`config.mk`:
```
export PLATFORM = sky130hd
export DESIGN_NAME = serial_sub_ctrl
export DESIGN_NICKNAME = d
export VERILOG_FILES = /design/src/rtl/serial_sub_ctrl.sv
export SDC_FILE = /design/constraint.sdc
export NUM_CORES = 1
export LEC_CHECK = 0
export ABC_AREA = 1
export CORE_MARGIN = 1.5
export CORE_UTILIZATION = 35
export DETAILED_ROUTE_END_ITERATION = 8
export SYNTH_ARGS = -nofsm -noshare
export SYNTH_HDL_FRONTEND = slang
export SYNTH_SLANG_ARGS = --single-unit
```
`constraint.sdc`:
```
create_clock -name clk -period 3.5 [get_ports clk]
set_clock_uncertainty 0.15 [all_clocks]
set_input_delay 0.35 -clock clk [delete_from_list [all_inputs] [get_ports clk]]
set_output_delay 0.35 -clock clk [all_outputs]
set_load 0.005 [all_outputs]
```
`src/rtl/serial_sub_ctrl.sv`:
```
// serial_sub_ctrl: streams two operands LSB-first into an external serial subtractor and captures its output.
// Optional abort input enabled by defining SERIAL_SUB_CTRL_ABORT_EN.
module serial_sub_ctrl #(
  parameter int WIDTH = 4
) (
  input  logic             clk,
  input  logic             clear,
  input  logic             start,
  output logic             ready,
  input  logic [WIDTH-1:0] op1,
  input  logic [WIDTH-1:0] op2,
  output logic             busy,
  output logic             done,
  output logic [WIDTH-1:0] result,
  output logic             dp_clear_b,
  output logic             dp_shift,
  output logic             dp_sin,
  input  logic             dp_sout
`ifdef SERIAL_SUB_CTRL_ABORT_EN
  ,
  input  logic             abort
`endif
);
  localparam int CW = $clog2(WIDTH);
  localparam logic [CW-1:0] LAST = CW'(WIDTH - 1);
  typedef enum logic [2:0] {IDLE, CLR, LOAD1, LOAD2, DRAIN, DONE} state_t;
  state_t state;
  logic [CW-1:0] cnt;
  logic [2*WIDTH-1:0] sh;
  logic last;
  logic ab;
  assign last = cnt == LAST;
`ifdef SERIAL_SUB_CTRL_ABORT_EN
  assign ab = abort && (state == CLR || state == LOAD1 || state == LOAD2 || state == DRAIN);
`else
  assign ab = 1'b0;
`endif
  // Both operands share one shift register; zeros shifted in give dp_sin=0 through DRAIN.
  always_ff @(posedge clk or posedge clear)
    if (clear) begin
      state <= IDLE;
      cnt <= '0;
      sh <= '0;
      ready <= 1'b1;
      busy <= 1'b0;
      done <= 1'b0;
      result <= '0;
      dp_clear_b <= 1'b1;
      dp_shift <= 1'b0;
      dp_sin <= 1'b0;
    end else if (ab) begin
      state <= IDLE;
      cnt <= '0;
      ready <= 1'b1;
      busy <= 1'b0;
      dp_clear_b <= 1'b0;
      dp_shift <= 1'b0;
      dp_sin <= 1'b0;
    end else
      case (state)
        IDLE: begin
          dp_clear_b <= !start;
          if (start) begin
            state <= CLR;
            sh <= {op2, op1};
            ready <= 1'b0;
            busy <= 1'b1;
          end
        end
        CLR: begin
          state <= LOAD1;
          cnt <= '0;
          dp_clear_b <= 1'b1;
          dp_shift <= 1'b1;
          dp_sin <= sh[0];
          sh <= sh >> 1;
        end
        LOAD1, LOAD2: begin
          dp_sin <= sh[0];
          sh <= sh >> 1;
          cnt <= last ? '0 : cnt + 1'b1;
          if (last) state <= (state == LOAD1) ? LOAD2 : DRAIN;
        end
        DRAIN: begin
          result <= {dp_sout, result[WIDTH-1:1]};
          cnt <= last ? '0 : cnt + 1'b1;
          if (last) begin
            state <= DONE;
            dp_shift <= 1'b0;
            done <= 1'b1;
          end
        end
        DONE: begin
          state <= IDLE;
          done <= 1'b0;
          busy <= 1'b0;
          ready <= 1'b1;
        end
        default: state <= IDLE;
      endcase
endmodule

```
Word level (Yosys, flattened, before mapping)
Index checks and enable logic that the tools add are counted.

word-level totals
  memory bits (read-only) = 0
  bits in registers = 23
  latch bits = 0
  memory bits (writable) = 0
  output and inout bits = 10
  memories = 0
  input bits = 12
  logic and storage cells = 54

operators by class
  div/mod/pow operators = 0
  bitwise gates (word level) = 0
  magnitude comparators = 0
  eq/ne operators = 9
  multiplexer cells = 18
  reductions and logical operators = 16
  multipliers = 0
  $add $sub $neg = 1
  shift operators = 0

operators by type and width
  operator             count
  $pmux 8 s2           1
  $mux 3               4
  $pmux 3 s4           1
  $reduce_bool 2->1    6
  $pmux 1 s2           5
  $mux 8               1
  $reduce_and 2->1     4
  $eq 3x2->1 const B   2
  $eq 3x3->1 const B   2
  $ne 2x2->1 const B   3
  $reduce_or 3->1      2
  $mux 1               4
  $pmux 2 s2           1
  $eq 3x1->1 const B   1
  $logic_not 3->1      1
  $reduce_and 3->1     1
  $add 2x1->2 const B  1
  $eq 2x2->1 const B   1
  $mux 2               1
  $reduce_or 2->1      1
  $logic_not 1->1      1

Longest topological paths before layout
  word-level depth = 4
  gate-level depth with buffers = 7

Least setup slack after synthesis
No wires, ideal clock.

  kind = reg2reg
  from = register state[1]
  to = register dp_shift
  clock period less this slack = 1.311 ns
  path slack = 2.189 ns
  buffers on the path = 2
  cell stages (with the launch flop) = 7
  required time = 3.231 ns
  data arrival time = 1.041 ns
  cell sequence = dfrtp_1 > nor2_2 > buf_6 > nand2_4 > buf_6 > o21ai_2 > nand2_1

on the way
  word-level cells in the longest chain between the ends = 3
  elaborated cells on any way between the ends = 6
  those cells by class = 3 x eq/ne; 1 x mux; 2 x reduce/logical

ends and longest elaborated chain
  what                                                              RTL line  RTL
  from (decl)                                                       27        state_t state;
  from (signal assigned)                                            82        if (last) state <= (state == LOAD1) ? LOAD2 : DRAIN;
  $eq 3x3->1 or $eq 3x1->1 (tied branches)                          60        case (state)
  $ne 2x2->1 (no source line) or $reduce_bool 2->1 (tied branches)  n/a
  $reduce_and 2->1 (no source line)                                 n/a
  to (signal assigned)                                              57        dp_shift <= 1'b0;
  to (signal assigned)                                              74        dp_shift <= 1'b1;
  to (signal assigned)                                              89        dp_shift <= 1'b0;
  to (decl)                                                         16        output logic dp_shift,

Parallel ways exist; a longest one is shown, timed or not.
A chain may end at the register's enable or synchronous reset.

Worst setup path in the final report
  from = register dp_clear_b
  to = output dp_clear_b

RTL lines
  what                    RTL line  RTL
  from (decl)             15        output logic dp_clear_b,
  from (signal assigned)  62        dp_clear_b <= !start;

No word-level cell between the ends.

==> results.md <==
- Result of the run: finished, final reports clean
- Yosys reg bits: 23
- CP arrival: 1.35 ns
- CP Class: flip-flop to output pin
- Maximum operating frequency: approximately 540 MHz
- Worst R2R Setup Slack: roughly 1.7 ns
- Final #Nets: approximately 170
- CTS Buf Count: 3
- Post-CTS setup buffer count: 0
- CTS resizes: 0
- Cell leakage power: between 0.0006 and 0.0007 µW
- Tightest Hold Check Type: flip-flop to flip-flop
- Crit path max-delay family: flip-flops
- DP HPWL: between 1500 and 2000 µm
- Reg2Reg Launch Point: state[1]
- Hold Path Stages: 2
- Buffers added on ports: 21
- Die height: between 50 and 60 µm
- Hold WS: approximately 0.32 ns
- WP data required: ~3.0 ns
- Syn_nets: approximately 140
- Antenna cells: 0
- RSZ-0062 raised after global routing: no
- H-tree depth: 1
- # IOs: 22
- Total die area: 3570 µm²
- Global placer's final weighted congestion: slightly below 0.8
- Initial antenna violation count: 0
- Vias/cell: 4.61
- Crit path time final: roughly 1.9 ns
- Hold path start: ready
- R2R Path End: sh[2]
- CP max FO: 2
- Synth Instances: roughly 130
- Routed vias: roughly 900
- DRC: 0
- Final core utilization: 45.4%
- Vias in the first global route: approximately 910
- First-pass GRT wire length: 3650 µm
- Hold_buf cts: 0
- Largest net degree at the start of global routing: 24
- Clock latency on the worst-skew pair: 0.31 ns
- Hold Path Sink: ready
- CP startpoint kind: flip-flop
- GRT Total Usage: 13.6%
- Final Setup Violations: 0
- Deepest clock path buffer count: 2
- Sequential-to-total area share from yosys stat: between 50% and 60%
- Crit-path cells: clkdlybuf4s50_1
- Post-Route Setup TNS: 0 ns
- FILL cells: between 300 and 400
- TritonCTS Sinks: 23
- Tcrit/Tclk final: 52.9%
- Pwr dens: ~840 nW/µm²
- CP max-delay cell: dfstp_2
- # rows: 20
- Grt total ovfl: 0
- Layout cells sized above 1: a little under an eighth
- Maximum Capacitance Violations: 0
- Initial detailed-routing violation count: 26
- Drt pass-1 iters: 4
- Initial Util: 37.0%
- CTS tree: built
- Maximum vdd drop: approximately 0.31 mV
- DIE WIDTH: roughly 60 µm
- CTS clock-pin slew for the worst setup and hold paths: between 0.1 and 0.15 ns
- Cell area after synthesis: around 1100 µm²
- CTS Root Cell: clkbuf_4
- Core Box Area: 3050 µm²
- R2r worst-path depth: 6
- Synthesized area per cell: around 8.6 µm²
- Area growth, synth to finish: 22.8%
- Ys Warns: 0
- Buf/Inv on CP: 1
- CP max stage delay: 0.55 ns
- Worst-Margin Slew: ~0.86 ns
- Slew Viols, Final: 0
- Post-route ant nets: 0
- Max-slew headroom: between 40% and 50%
- Routed WL per cell: 11.1 µm
- Synth cell types: 23
- CP Capture Type: output pin
- Drt total wl: 2170 µm
- Fin. Hold Viols: 0
## report_power, final
group,internal (µW),total [µW],switching [µW]
clock network,43.6,128,84.1
logic,244,546,302
registers,398,487,88.9
## per-layer routing
layer	share of wire [%]	vias up	global-route usage [%]
met5	0	-	0
met4	0.83	0	6.67
met3	3.9	2	2.38
met2	50	10	23.4
met1	46	429	16.2
li1	-	463	-
## worst max path at each step
stage | startpoint | end | slack [ns] | cells past startpoint
2_1_floorplan | state[1] | dp_shift | 2.19 | 6
3_3_place_gp | state[0] | sh[4] | 1.77 | 6
3_5_place_dp | state[1] | sh[2] | 1.69 | 6
4_1_cts | dp_clear_b | dp_clear_b | 1.63 | 1
5_1_grt | state[1] | sh[4] | 1.51 | 6
6_report | dp_clear_b | dp_clear_b | 1.65 | 1
## synth_stat cells
cell type,count,share of area (%)
nand2_1,26,8.6
dfrtp_1,21,47
inv_1,17,5.7
nor2_1,15,5.0
nand3_1,13,5.8
nand4_1,7,3.9
o21ai_0,7,3.1
buf_6,3,3.0
o21ai_1,3,1.3
a21oi_2,2,1.6
dfstp_2,2,4.7
nand2_2,2,1.1
nand2_4,2,2.0
nor2_2,2,1.1
a21oi_1,1,0.44
buf_1,1,0.33
ha_1,1,1.1
inv_2,1,0.33
nand3_2,1,0.89
nand3_4,1,1.6
nand3b_1,1,0.67
o21ai_2,1,0.78
o22ai_1,1,0.55
## area by class of cell
type | instances | area [µm²] | share of cell area (%)
clock buffer | 3 | 22.5 | 1.62
clock inverter | 1 | 7.51 | 0.542
inverter | 18 | 67.6 | 4.87
multi-input combinational | 86 | 445 | 32.1
sequential | 23 | 578 | 41.7
tap | 44 | 55.1 | 3.97
timing repair buffer | 21 | 210 | 15.2
## worst reg2reg max path, cell delays in order, from the launching register on
cell	delay [ns]
dfrtp_1	0.48
nor2_2	0.45
inv_1	0.19
nand2_2	0.20
nand2_4	0.10
nor2_1	0.10
nor2_1	0.05
## registers in the layout (all words and copies together), names as in the netlist, 2 cells and up
name	cells
cnt	2
result	4
sh	8
state	3
## cells by family after synthesis
| group | count (synthesis) | synth area share (%) |
|---|---|---|
| and+or+nand+nor | 70 | 30.6 |
| DFF | 23 | 51.2 |
| AOI/OAI and AO/OA | 15 | 7.76 |
| adders and majority gates | 1 | 1.11 |
| buffers and inverters | 22 | 9.31 |
## through the flow
stage | std cells | instance area, µm² | total power (µW) | setup WS (ns)
after CTS | 196 | 1390 | 1180 | 1.63
after global placement | 192 | 1360 | 1030 | 1.77
after floorplan | 131 | 1130 | 868 | 2.19
after detailed placement | 192 | 1360 | 1050 | 1.69
final | 196 | 1390 | 1160 | 1.65
after global routing | 196 | 1390 | 1270 | 1.51
## layout by cell type, fill, tap and decap left out, types with 2 or more instances in the layout
master / count
clkbuf_4: 3
nor2_1: 15
a21oi_2: 2
nand2_4: 2
o21ai_0: 7
nand3_1: 13
o21ai_1: 3
nor2_2: 2
dfrtp_1: 21
inv_1: 17
nand4_1: 7
nand2_1: 26
clkdlybuf4s50_1: 21
dfstp_2: 2
nand2_2: 2
Power figures use the tool's default switching activity.
